--- config.mk ---
export PLATFORM = sky130hd
export DESIGN_NAME = reorder_buffer_flat
export DESIGN_NICKNAME = d
export VERILOG_FILES = /design/src/rtl/reorder_buffer_pkg.sv /design/src/rtl/reorder_buffer_if.sv /design/src/rtl/reorder_buffer_rob_ptr.sv /design/src/rtl/reorder_buffer.sv /design/src/flat_wrapper.sv
export SDC_FILE = /design/constraint.sdc
export NUM_CORES = 1
export LEC_CHECK = 0
export BUFFER_PORTS_ARGS = -buffer_cell sky130_fd_sc_hd__buf_2
export CORE_MARGIN = 2
export CORE_UTILIZATION = 36
export CTS_CLUSTER_SIZE = 16
export DETAILED_ROUTE_END_ITERATION = 16
export PLACE_DENSITY = 0.62
export SKIP_LAST_GASP = 1
export SYNTH_ARGS = -nofsm -noshare
export SYNTH_HDL_FRONTEND = slang
export SYNTH_SLANG_ARGS = --single-unit
export TNS_END_PERCENT = 20
--- constraint.sdc ---
create_clock -name clk -period 4.05 [get_ports clk]
set_input_delay 0.6075 -clock clk [delete_from_list [all_inputs] [get_ports clk]]
set_output_delay 0.6075 -clock clk [all_outputs]
set_load 0.02 [all_outputs]
--- src/rtl/reorder_buffer_pkg.sv ---
// Shared types and defaults for the reorder buffer slice.
// The ROB payload record, the default depth and the index type live here
// so Dispatch, retire and the ROB all agree on one definition.
package reorder_buffer_pkg;

    localparam int ROB_DEPTH_DEFAULT = 16;
    localparam int ROB_IDX_W_DEFAULT = $clog2(ROB_DEPTH_DEFAULT);

    typedef logic [ROB_IDX_W_DEFAULT-1:0] rob_idx_t;

    // Payload carried from Dispatch to retire; the ROB never inspects it.
    typedef struct packed {
        logic [31:0] pc;
        logic [4:0]  dest_reg;
        logic [6:0]  opcode;
        logic [7:0]  tag;
    } rob_entry_t;

endpackage

--- src/rtl/reorder_buffer_if.sv ---
// Dispatch/writeback/retire interface of the reorder buffer.
// master = the pipeline around the ROB (Dispatch, writeback, retire);
// slave  = the ROB itself.
interface reorder_buffer_if
    import reorder_buffer_pkg::*;
#(
    parameter int ROB_DEPTH = ROB_DEPTH_DEFAULT
);
    localparam int IDX_W = $clog2(ROB_DEPTH);

    // Dispatch side
    logic             entry_valid;
    rob_entry_t       new_entry;
    logic [IDX_W-1:0] rob_index;
    logic             rob_full;

    // Writeback side
    logic             wb_valid;
    logic [IDX_W-1:0] wb_index;
    logic             wb_exception;

    // Retire side
    logic             commit_ready;
    logic             commit_valid;
    rob_entry_t       commit_entry;
    logic [IDX_W-1:0] commit_index;
    logic             commit_exception;

    // Pipeline flush
    logic             flush;

    modport master (
        output entry_valid, new_entry, wb_valid, wb_index, wb_exception,
               commit_ready, flush,
        input  rob_index, rob_full, commit_valid, commit_entry,
               commit_index, commit_exception
    );

    modport slave (
        input  entry_valid, new_entry, wb_valid, wb_index, wb_exception,
               commit_ready, flush,
        output rob_index, rob_full, commit_valid, commit_entry,
               commit_index, commit_exception
    );

endinterface

--- src/rtl/reorder_buffer_rob_ptr.sv ---
// Circular pointer with an extra wrap bit above the index.
// Equal pointers mean empty; same index with differing wrap bit means full.
module reorder_buffer_rob_ptr #(
    parameter int IDX_W = 4
) (
    input  logic             clk,
    input  logic             rst,
    input  logic             clr,
    input  logic             inc,
    output logic [IDX_W:0]   ptr
);

    // Pointer register: clear on reset or flush, otherwise advance on inc.
    // NOTE: sequential state uses non-blocking assignments so every register
    // samples pre-edge values regardless of process ordering.
    always_ff @(posedge clk) begin
        if (rst || clr) begin
            ptr <= '0;
        end else if (inc) begin
            // Natural overflow of the top bit toggles the wrap bit.
            ptr <= ptr + (IDX_W+1)'(1);
        end
    end

endmodule

--- src/rtl/reorder_buffer.sv ---
// In-order retirement buffer between Dispatch and retire.
// Allocates one entry per cycle at tail, marks entries complete from
// writeback, retires one per cycle at head; flush empties it.
// Optional feature: define ROB_STATS_EN to add saturating 32-bit
// stat_full_cycles / stat_commits counters (cleared by rst only).
module reorder_buffer
    import reorder_buffer_pkg::*;
#(
    parameter int ROB_DEPTH = ROB_DEPTH_DEFAULT
) (
    input  logic                 clk,
    input  logic                 rst,
    reorder_buffer_if.slave      rob_if
`ifdef ROB_STATS_EN
    ,
    output logic [31:0]          stat_full_cycles,
    output logic [31:0]          stat_commits
`endif
);

    localparam int ROB_IDX_W = $clog2(ROB_DEPTH);

    logic [ROB_IDX_W:0]   head;
    logic [ROB_IDX_W:0]   tail;
    logic [ROB_IDX_W-1:0] head_idx;
    logic [ROB_IDX_W-1:0] tail_idx;
    logic                 full;
    logic                 empty;
    logic                 alloc_fire;
    logic                 commit_fire;

    rob_entry_t           payload [ROB_DEPTH];
    logic [ROB_DEPTH-1:0] valid_q;
    logic [ROB_DEPTH-1:0] done_q;
    logic [ROB_DEPTH-1:0] exc_q;

    assign head_idx = head[ROB_IDX_W-1:0];
    assign tail_idx = tail[ROB_IDX_W-1:0];
    assign empty    = (head == tail);
    assign full     = (head_idx == tail_idx) && (head[ROB_IDX_W] != tail[ROB_IDX_W]);

    // Full is judged on registered state only: a same-cycle commit does not
    // open a slot for a same-cycle allocation. Flush overrides both.
    assign alloc_fire  = rob_if.entry_valid && !full && !rob_if.flush;
    assign commit_fire = rob_if.commit_valid && rob_if.commit_ready && !rob_if.flush;

    reorder_buffer_rob_ptr #(.IDX_W(ROB_IDX_W)) u_head_ptr (
        .clk (clk),
        .rst (rst),
        .clr (rob_if.flush),
        .inc (commit_fire),
        .ptr (head)
    );

    reorder_buffer_rob_ptr #(.IDX_W(ROB_IDX_W)) u_tail_ptr (
        .clk (clk),
        .rst (rst),
        .clr (rob_if.flush),
        .inc (alloc_fire),
        .ptr (tail)
    );

    // Payload storage: written on allocation only.
    // NOTE: the payload array has no reset; valid_q guards every read that
    // matters, so resetting the storage would only cost flops.
    always_ff @(posedge clk) begin
        if (alloc_fire) begin
            payload[tail_idx] <= rob_if.new_entry;
        end
    end

    // Per-entry valid/done/exception bits: writeback, retire, allocate.
    always_ff @(posedge clk) begin
        if (rst || rob_if.flush) begin
            valid_q <= '0;
            done_q  <= '0;
            exc_q   <= '0;
        end else begin
            // Writebacks to unallocated slots are dropped.
            if (rob_if.wb_valid && valid_q[rob_if.wb_index]) begin
                done_q[rob_if.wb_index] <= 1'b1;
                exc_q[rob_if.wb_index]  <= exc_q[rob_if.wb_index] | rob_if.wb_exception;
            end
            if (commit_fire) begin
                valid_q[head_idx] <= 1'b0;
                done_q[head_idx]  <= 1'b0;
                exc_q[head_idx]   <= 1'b0;
            end
            if (alloc_fire) begin
                valid_q[tail_idx] <= 1'b1;
                done_q[tail_idx]  <= 1'b0;
                exc_q[tail_idx]   <= 1'b0;
            end
        end
    end

    // Dispatch feedback and head offer, all from registered state.
    assign rob_if.rob_index        = tail_idx;
    assign rob_if.rob_full         = full;
    assign rob_if.commit_valid     = !empty && done_q[head_idx];
    assign rob_if.commit_entry     = payload[head_idx];
    assign rob_if.commit_index     = head_idx;
    assign rob_if.commit_exception = exc_q[head_idx];

`ifdef ROB_STATS_EN
    // Saturating occupancy/throughput counters; flush leaves them intact.
    always_ff @(posedge clk) begin
        if (rst) begin
            stat_full_cycles <= '0;
            stat_commits     <= '0;
        end else begin
            if (full && rob_if.entry_valid && (stat_full_cycles != '1)) begin
                stat_full_cycles <= stat_full_cycles + 32'd1;
            end
            if (commit_fire && (stat_commits != '1)) begin
                stat_commits <= stat_commits + 32'd1;
            end
        end
    end
`endif

endmodule

--- src/flat_wrapper.sv ---
// flat-port wrapper written by rule: the top's interface ports become plain ports
module reorder_buffer_flat import reorder_buffer_pkg::*;
#(
    parameter int ROB_DEPTH = ROB_DEPTH_DEFAULT
)
  (clk, rst, rob_if_entry_valid, rob_if_new_entry, rob_if_wb_valid, rob_if_wb_index, rob_if_wb_exception, rob_if_commit_ready, rob_if_flush, rob_if_rob_index, rob_if_rob_full, rob_if_commit_valid, rob_if_commit_entry, rob_if_commit_index, rob_if_commit_exception);
  reorder_buffer_if #(.ROB_DEPTH(ROB_DEPTH)) rob_if_i ();
  input  logic clk;
  input  logic rst;
  input wire logic [$bits(rob_if_i.entry_valid)-1:0] rob_if_entry_valid;
  input wire logic [$bits(rob_if_i.new_entry)-1:0] rob_if_new_entry;
  input wire logic [$bits(rob_if_i.wb_valid)-1:0] rob_if_wb_valid;
  input wire logic [$bits(rob_if_i.wb_index)-1:0] rob_if_wb_index;
  input wire logic [$bits(rob_if_i.wb_exception)-1:0] rob_if_wb_exception;
  input wire logic [$bits(rob_if_i.commit_ready)-1:0] rob_if_commit_ready;
  input wire logic [$bits(rob_if_i.flush)-1:0] rob_if_flush;
  output wire logic [$bits(rob_if_i.rob_index)-1:0] rob_if_rob_index;
  output wire logic [$bits(rob_if_i.rob_full)-1:0] rob_if_rob_full;
  output wire logic [$bits(rob_if_i.commit_valid)-1:0] rob_if_commit_valid;
  output wire logic [$bits(rob_if_i.commit_entry)-1:0] rob_if_commit_entry;
  output wire logic [$bits(rob_if_i.commit_index)-1:0] rob_if_commit_index;
  output wire logic [$bits(rob_if_i.commit_exception)-1:0] rob_if_commit_exception;
  assign rob_if_i.entry_valid = rob_if_entry_valid;
  assign rob_if_i.new_entry = rob_if_new_entry;
  assign rob_if_i.wb_valid = rob_if_wb_valid;
  assign rob_if_i.wb_index = rob_if_wb_index;
  assign rob_if_i.wb_exception = rob_if_wb_exception;
  assign rob_if_i.commit_ready = rob_if_commit_ready;
  assign rob_if_i.flush = rob_if_flush;
  assign rob_if_rob_index = rob_if_i.rob_index;
  assign rob_if_rob_full = rob_if_i.rob_full;
  assign rob_if_commit_valid = rob_if_i.commit_valid;
  assign rob_if_commit_entry = rob_if_i.commit_entry;
  assign rob_if_commit_index = rob_if_i.commit_index;
  assign rob_if_commit_exception = rob_if_i.commit_exception;
  reorder_buffer #(.ROB_DEPTH(ROB_DEPTH)) u_core (.clk(clk), .rst(rst), .rob_if(rob_if_i));
endmodule
=== After elaboration in Yosys (flattened, before gate mapping) ===
Memories as Yosys holds them, arrays and structs flattened. A register that Yosys moved wholly into a read port is not among the register bits.
Cells that the tools add are included.

* Bits of input ports: 63
* Bits in read-only memories: 0
* Memories: 1
* Output and inout bits: 63
* Logic and storage cells: 73
* Register bits: 58
* Latch bits: 0
* RAM bits: 832

* Shift operators: 0
* Equal/unequal tests: 3
* Multipliers: 0
* Order comparisons: 6
* Add/subtract/negate cells: 2
* Reduce and logical (&&, ||, !) cells: 14
* Divide/modulo/power cells: 0
* Bitwise operators: 10
* Muxes and demuxes: 32

{| class="wikitable"
|+ Memory list
! memory !! words !! width !! read ports !! clocked after Yosys merged registers in !! wr ports !! RTL line !! source
|-
| u_core.payload || 16 || 52 || 1 || 1 || 1 || reorder_buffer.sv:32 || <nowiki>rob_entry_t payload [ROB_DEPTH];</nowiki>
|}

{| class="wikitable"
|+ Operators by type and width
! kind !! number
|-
| $mux W16 || 13
|-
| $and A16 B16 Y16 || 5
|-
| $not A16 Y16 || 2
|-
| $or A16 B16 Y16 || 2
|-
| $bmux W1 S4 || 4
|-
| $bwmux W16 || 1
|-
| $lt A4 B5 Y1 const B || 3
|-
| $demux W1 S4 || 3
|-
| $ge A4 B1 Y1 const B || 3
|-
| $add A5 B1 Y5 const B || 2
|-
| $logic_and A1 B1 Y1 || 10
|-
| $mux W1 || 9
|-
| $mux W4 || 2
|-
| $eq A5 B5 Y1 || 1
|-
| $eq A4 B4 Y1 || 1
|-
| $logic_not A1 Y1 || 3
|-
| $logic_or A1 B1 Y1 || 1
|-
| $ne A1 B1 Y1 || 1
|-
| $or A1 B1 Y1 || 1
|}

=== Depth between registers and ports, before layout ===
Gate-level depths: netlist of the first run.

* Depth after elaboration: 12
* Gate-level depth with buffers: 9
* Mapped depth without buffers: 7

=== Hierarchy ===
Synthesis of the first run repeated with hierarchy kept, for this count alone.

* Cell total of the unflattened synthesis: 1521
* Area total of the unflattened synthesis: 34489.3 sq um

{| class="wikitable"
|+ Modules (own cells, without submodules)
! module !! cells an instance !! area each (sq um) !! instances !! sequential area each (sq um)
|-
| reorder_buffer || 1475 || 34011.4 || 1 || 25944.9
|-
| reorder_buffer_rob_ptr || 23 || 239.0 || 2 || 100.1
|}

=== Least setup slack after synthesis of the first run ===
Ideal clock, no wire load.

* Path type: register -> register
* From: reg u_core.u_head_ptr.ptr[0]
* To: mem u_core.payload[11][0] in the netlist's numbering, enable pin
* Required time: 3.587 ns
* Library setup time: 0.463 ns
* Cell stages (with the launch flop): 6
* Arrival time: 3.396 ns
* Buffers on the path: 1
* Slack: 0.191 ns
* Period minus slack after synthesis: 3.859 ns
* Path through: dfxtp_1 -> buf_4 -> xnor2_1 -> nand4_1 -> o21ai_0 -> nor2_1

* Longest elaborated chain between the ends: 7

{| class="wikitable"
|+ Ends and longest elaborated chain
! element !! RTL line !! source
|-
| from (decl) || reorder_buffer_rob_ptr.sv:10 || <nowiki>output logic [IDX_W:0] ptr</nowiki>
|-
| from (signal assigned) || reorder_buffer_rob_ptr.sv:21 || <nowiki>ptr <= ptr + (IDX_W+1)'(1);</nowiki>
|-
| $eq A4 B4 Y1 || reorder_buffer.sv:40 || <nowiki>assign full = (head_idx == tail_idx) && (head[ROB_IDX_W] != tail[ROB_IDX_W]);</nowiki>
|-
| $logic_and A1 B1 Y1 || reorder_buffer.sv:40 ||
|-
| $logic_not A1 Y1 || reorder_buffer.sv:44 || <nowiki>assign alloc_fire = rob_if.entry_valid && !full && !rob_if.flush;</nowiki>
|-
| $logic_and A1 B1 Y1 (2 in series) || reorder_buffer.sv:44 ||
|-
| $mux W1 || reorder_buffer.sv:67 || <nowiki>if (alloc_fire) begin</nowiki>
|-
| $mux W1 (implied by the code) || reorder_buffer.sv:68 || <nowiki>payload[tail_idx] <= rob_if.new_entry;</nowiki>
|-
| to (decl) || reorder_buffer.sv:32 ||
|}

Every way passes these cells.

==> results.py, run 1 <==
metrics = {
    "routing": {
        "wl_met1_um": 34200,
        "via_per_inst": 5.40,
        "drt_wl_total_um": 82000,
        "drc": 0,
        "drtPass1Iterations": 5,
        "vias": 16600,
        "dr_wl_met2_um": 41600,
        "ant_nets": 0,
        "drtIter0Drc": 1654,
        "wl_per_cell_um": 26.7,
        "wl_met3_um": 4370,
        "maxUsedRoutingLayer": "met5",
    },
    "critical_path": {
        "timing.rr.end": "u_core.payload[2][29]",
        "cp_common_cell": "mux4_2",
        "r2r_slack_ps": 1120,
        "worstSetupStartpointType": "flip-flop",
        "cp_slowest_cell": "dfxtp_4",
        "cp.required_ps": 3440,
        "reg2regPathDepth": 6,
        "path_cells": "buf_4 > mux4_2 > mux4_2 > buf_2",
        "r2r_start": "u_core.u_tail_ptr.ptr[2]",
        "crit_path_max_incr_delay_ps": 610,
        "crit_fanout": 18,
        "crit_type": "reg -> out",
        "worstPathArrival_ps": 2950,
        "cp-end-kind": "output port",
    },
    "final_layout": {
        "multiInputGateArea_um2": 7840,
        "drive_above_1_share": 0.350,
        "final.fill_count": 8122,
        "design_area_um2": 40600,
        "areaGrowthSynthToFinish_pct": 17.4,
        "layout.nets": 1796,
        "ff_latch_area_um2": 26200,
        "layout_commonest_cell": "edfxtp_1",
        "fin_cells": 3071,
        "mostFrequentLayoutCells": "832 x edfxtp_1, 279 x mux4_2, 125 x buf_2, 102 x clkbuf_16, 68 x nor2_1",
    },
    "placement": {
        "place_area_um2": 37300,
        "dp_cells": 2893,
        "hpwl_um": 45400,
        "portBuffers": 125,
        "gp_congestion": 0.805,
    },
    "global_routing": {
        "gr-total-overflow": 0,
        "grt_use_total": 0.167,
        "grt_pass1_vias": 17400,
        "antenna_found_initial": 10,
        "grt_max_degree": 87,
        "grt_pass1_wl_um": 120000,
    },
    "cts": {
        "cts_setup_buffers": 0,
        "clk_pin_slew_ps": 60,
        "cts_buffers": 95,
        "htreeDepth": 3,
        "ctsResizeCount": 0,
        "clkLatencyLatePin_ps": 640,
        "cts-hold-fix-buffers": 0,
        "cts_root_buf": "clkbuf_16",
        "cts_tree": "built",
        "clock_sinks": 894,
        "clk_path_buf_depth": 3,
    },
    "run": {
        "maxCapViolCount": 0,
    },
    "power": {
        "leakage_nw": 12.4,
        "power.density_nw_per_um2": 479,
        "clkPwrFrac": 0.460,
        "power_switching_mw": 3.77,
        "seqPwrFrac": 0.521,
        "switching_share": 0.194,
        "ir_worst_vdd_v": 0.000303,
        "intPower_mw": 15.7,
        "share_comb_of_total_power": 0.018,
    },
    "synthesis": {
        "avgSynthCellArea_um2": 22.6,
        "synthArstFlopShare": 0,
        "synth_nets": 1598,
        "yosysSeqAreaShare": 0.760,
        "yosys_warnings": 0,
        "synth_seq_cells": 894,
        "synth_edf_count": 832,
        "synthFlopType": "edfxtp_1",
        "synthDistinctLibCells": 45,
        "syn_inst": 1527,
        "netlist_area_um2": 34500,
    },
    "die": {
        "start_util": 0.363,
        "io_pins": 126,
        "row_count": 113,
        "die_area_um2": 98400,
        "die_h_um": 314,
        "die-width_um": 314,
        "core_area_um2": 95000,
    },
    "timing": {
        "final-hold-violation-count": 0,
        "finClkSkew_ps": 47.0,
        "fmax_mhz": 281,
        "hold_slack_ps": 348,
        "tns_ps": 0,
        "tightest_slew_ps": 849,
        "setup_viol": 0,
        "rsz0062_at_grt": "false",
        "slew_violations": 0,
        "period_share": 0.877,
        "period_needed_ps": 3550,
        "slew_headroom": 0.433,
    },
    "worst_hold_path": {
        "hp-class": "in -> reg",
        "holdPathStages": 4,
        "min_to": "u_core.u_tail_ptr.ptr[3]",
        "min_from": "rob_if_entry_valid",
    },
    "status": {
        "status": "finished clean",
    },
}
## worst max-delay path, delay by kind of cell (launching register included)
kind     cells  cell delay, ps
mux          2            1080
buf+inv      2             620
flops        1             610
## per-stage QoR
stage	setup WS, ps	total power [mW]	utilization
global route	343	20.0	0.427
floorplan	191	10.5	-
detailed placement	1060	10.7	0.392
CTS	400	19.6	0.427
finish	497	19.4	0.427
global placement	1060	10.7	0.392
## cells in the mapped netlist, types with 12 or more instances
cell | count | share of area
edfxtp_1 | 832 | 0.72
mux4_2 | 279 | 0.18
nor2_1 | 70 | 0.0076
dfxtp_1 | 62 | 0.036
clkbuf_1 | 52 | 0.0057
o211ai_1 | 27 | 0.0059
inv_1 | 22 | 0.0024
nand2_1 | 16 | 0.0017
buf_2 | 15 | 0.0022
a211oi_1 | 14 | 0.0030
a21oi_1 | 13 | 0.0019
nand3_1 | 12 | 0.0017
## worst max path at each step
stage,slack (ps),end,depth (start not counted),startpoint
global placement,1060,u_core.payload[13][22],6,u_core.u_tail_ptr.ptr[2]
floorplan,190,u_core.payload[11][0],5,u_core.u_head_ptr.ptr[0]
global route,340,rob_if_commit_entry[40],4,flip-flop
finish,500,rob_if_commit_entry[40],4,flip-flop
CTS,400,rob_if_commit_entry[40],4,flip-flop
detailed placement,1060,rob_if_commit_entry[40],4,flip-flop
## layer usage
layer	track usage	vias up
met2	0.284	536
li1	-	6911
met3	0.0288	131
met5	0	-
met4	0.0426	6
met1	0.223	8985
## power by group through the flow
stage	Sequential, mW	Combinational [mW]	Clock [mW]
floorplan	10.3	0.137	0
global route	10.1	0.386	9.49
global placement	10.3	0.345	0
CTS	10.1	0.361	9.14
detailed placement	10.3	0.360	0
finish	10.1	0.355	8.94
## kinds of logic after synthesis
| family | count (synthesis) | share of synthesized area |
|---|---|---|
| mux | 285 | 0.185 |
| fa+ha+maj | 8 | 0.00290 |
| flops | 894 | 0.760 |
| buf+inv | 111 | 0.0140 |
| compound gates | 85 | 0.0175 |
| simple gates | 132 | 0.0179 |
| xor+xnor | 12 | 0.00304 |
## final cells by class
type,instances,area share
flip-flops and latches,894,0.647
multi-input cells,522,0.193
clock buffers,120,0.0652
well taps,1265,0.0390
repair buffers,189,0.0375
clock inverters,57,0.0153
inverters,23,0.00256
diodes,1,0.0000617
## flip-flops by register name, summed over array words and instances, names as in the netlist, named ones only
name / cells
u_core.valid_q: 16
u_core.payload: 832
u_core.u_tail_ptr.ptr: 5
u_core.u_head_ptr.ptr: 5
u_core.done_q: 16
u_core.exc_q: 16
Note: power is estimated with default switching activity, not from simulation.
==> run 2, diff against run 1 <==
--- a/config.mk
+++ b/config.mk
@@ -7,10 +7,10 @@
 export LEC_CHECK = 0
 export BUFFER_PORTS_ARGS = -buffer_cell sky130_fd_sc_hd__buf_2
 export CORE_MARGIN = 2
-export CORE_UTILIZATION = 36
+export CORE_UTILIZATION = 50
 export CTS_CLUSTER_SIZE = 16
 export DETAILED_ROUTE_END_ITERATION = 16
-export PLACE_DENSITY = 0.62
+export PLACE_DENSITY = 0.78
 export SKIP_LAST_GASP = 1
 export SYNTH_ARGS = -nofsm -noshare
 export SYNTH_HDL_FRONTEND = slang
==> run 2 against run 1 <==
- wire length is 2.4% lower
- total power is 4.2% lower
- largest cell class unchanged
- register-to-register slack worse by 210 ps
- via count is 1.8% higher
- sequential cell count stayed put
==> results.py, run 2 (same netlist as run 1, synthesis figures left out) <==
metrics = {
    "status": {
        "status": "finished clean",
    },
    "timing": {
        "finClkSkew_ps": 35.7,
        "final-hold-violation-count": 0,
        "period_share": 0.912,
        "slew_violations": 0,
        "fmax_mhz": 271,
        "hold_slack_ps": 335,
        "rsz0062_at_grt": "false",
        "period_needed_ps": 3690,
        "slew_headroom": 0.251,
        "tns_ps": 0,
        "tightest_slew_ps": 1120,
        "setup_viol": 0,
    },
    "routing": {
        "drc": 0,
        "drtIter0Drc": 2139,
        "drt_wl_total_um": 80100,
        "via_per_inst": 6.36,
        "vias": 16900,
        "drtPass1Iterations": 7,
        "wl_per_cell_um": 30.2,
        "ant_nets": 0,
    },
    "cts": {
        "cts_buffers": 89,
        "clkLatencyLatePin_ps": 650,
        "cts_setup_buffers": 0,
        "clk_pin_slew_ps": 60,
        "clk_path_buf_depth": 3,
        "cts_tree": "built",
        "ctsResizeCount": 0,
        "clock_sinks": 894,
        "cts-hold-fix-buffers": 0,
        "htreeDepth": 3,
        "cts_root_buf": "clkbuf_16",
    },
    "placement": {
        "gp_congestion": 0.889,
        "place_area_um2": 36500,
        "hpwl_um": 39500,
        "portBuffers": 125,
    },
    "critical_path": {
        "crit_type": "reg -> out",
        "cp_common_cell": "mux4_2",
        "crit_path_max_incr_delay_ps": 680,
        "crit_fanout": 40,
        "cp-end-kind": "output port",
        "cp.required_ps": 3440,
        "path_cells": "buf_12 > mux4_2 > mux4_2 > buf_2",
        "worstSetupStartpointType": "flip-flop",
        "worstPathArrival_ps": 3080,
        "cp_slowest_cell": "dfxtp_4",
        "reg2regPathDepth": 5,
        "r2r_slack_ps": 910,
    },
    "final_layout": {
        "multiInputGateArea_um2": 7840,
        "drive_above_1_share": 0.340,
        "regMostFlops": "u_core.payload",
        "largest_reg_flops": 832,
        "mostFrequentLayoutCells": "832 x edfxtp_1, 279 x mux4_2, 125 x buf_2, 90 x clkbuf_16, 68 x nor2_1",
        "final.fill_count": 4765,
        "areaGrowthSynthToFinish_pct": 14.0,
        "layout.nets": 1769,
        "design_area_um2": 39400,
        "layout_commonest_cell": "edfxtp_1",
        "ff_latch_area_um2": 26200,
    },
    "global_routing": {
        "antenna_found_initial": 7,
        "grt_pass1_wl_um": 117000,
        "gr-total-overflow": 0,
        "grt_pass1_vias": 17500,
        "grt_use_total": 0.230,
        "grt_max_degree": 69,
    },
    "die": {
        "start_util": 0.504,
        "io_pins": 126,
        "row_count": 96,
        "die_area_um2": 71200,
        "die_h_um": 267,
        "die-width_um": 267,
        "core_area_um2": 68500,
    },
    "power": {
        "power.density_nw_per_um2": 473,
        "ir_worst_vdd_v": 0.000323,
        "leakage_nw": 12.1,
    },
    "worst_hold_path": {
        "hp-class": "in -> reg",
        "holdPathStages": 1,
    },
    "run": {
        "maxCapViolCount": 0,
    },
}
run 2: cell count changes in the layout (fill, tap and decap cells not counted), sizes merged:
cell / before / now
inv: 9 / 11
clkbuf: 120 / 105
diode: 1 / 4
clkinvlp: 3 / 6
buf: 189 / 168
bufinv: 13 / 9
clkinv: 55 / 53
run 2: layout make-up:
type	count	area share
Clock inverter	56	0.0145
Clock buffer	105	0.0589
Inverter	23	0.00264
Sequential cell	894	0.667
Timing Repair Buffer	168	0.0298
Tap cell	882	0.0280
Multi-Input combinational cell	522	0.199
Antenna cell	4	0.000254
run 2: critical path, delay by kind of cell, from the launching register on:
kind,cells,cell delay [ps]
multiplexers,2,1160
buffers and inverters,2,550
flip-flops,1,680
run 2: metrics by stage:
stage | total power, mW | setup slack, ps | utilization | instances
after global routing | 19.1 | 211 | 0.575 | 2652
after detailed placement | 10.7 | 845 | 0.533 | 2489
final | 18.6 | 358 | 0.575 | 2654
after floorplan | 10.5 | 191 | - | 1527
after CTS | 18.7 | 298 | 0.575 | 2650
after global placement | 10.6 | 894 | 0.533 | 2489
run 2: path summary, 6_finish.rpt:
path / startpoint / end
hold reg to reg: u_core.valid_q[6] / u_core.valid_q[6]
hold / removal: rob_if_new_entry[47] / u_core.payload[13][47]
setup reg to reg: u_core.u_tail_ptr.ptr[0] / u_core.payload[15][11]
setup / recovery: flip-flop / rob_if_commit_entry[42]
run 2: per-layer routing:
metal	part of all wire	global-route usage	vias to the layer above
met5	0.00062	0	-
met4	0.021	0.0623	8
li1	-	-	6833
met1	0.38	0.309	8928
met2	0.51	0.381	969
met3	0.091	0.0528	133
run 2: power by group:
part	switching, mW	leakage, nW	total (mW)	internal (mW)
clock network	3.44	1.41	8.13	4.69
logic	0.251	2.70	0.346	0.0950
registers	0.0119	8.00	10.1	10.1
total	3.70	12.1	18.6	14.9
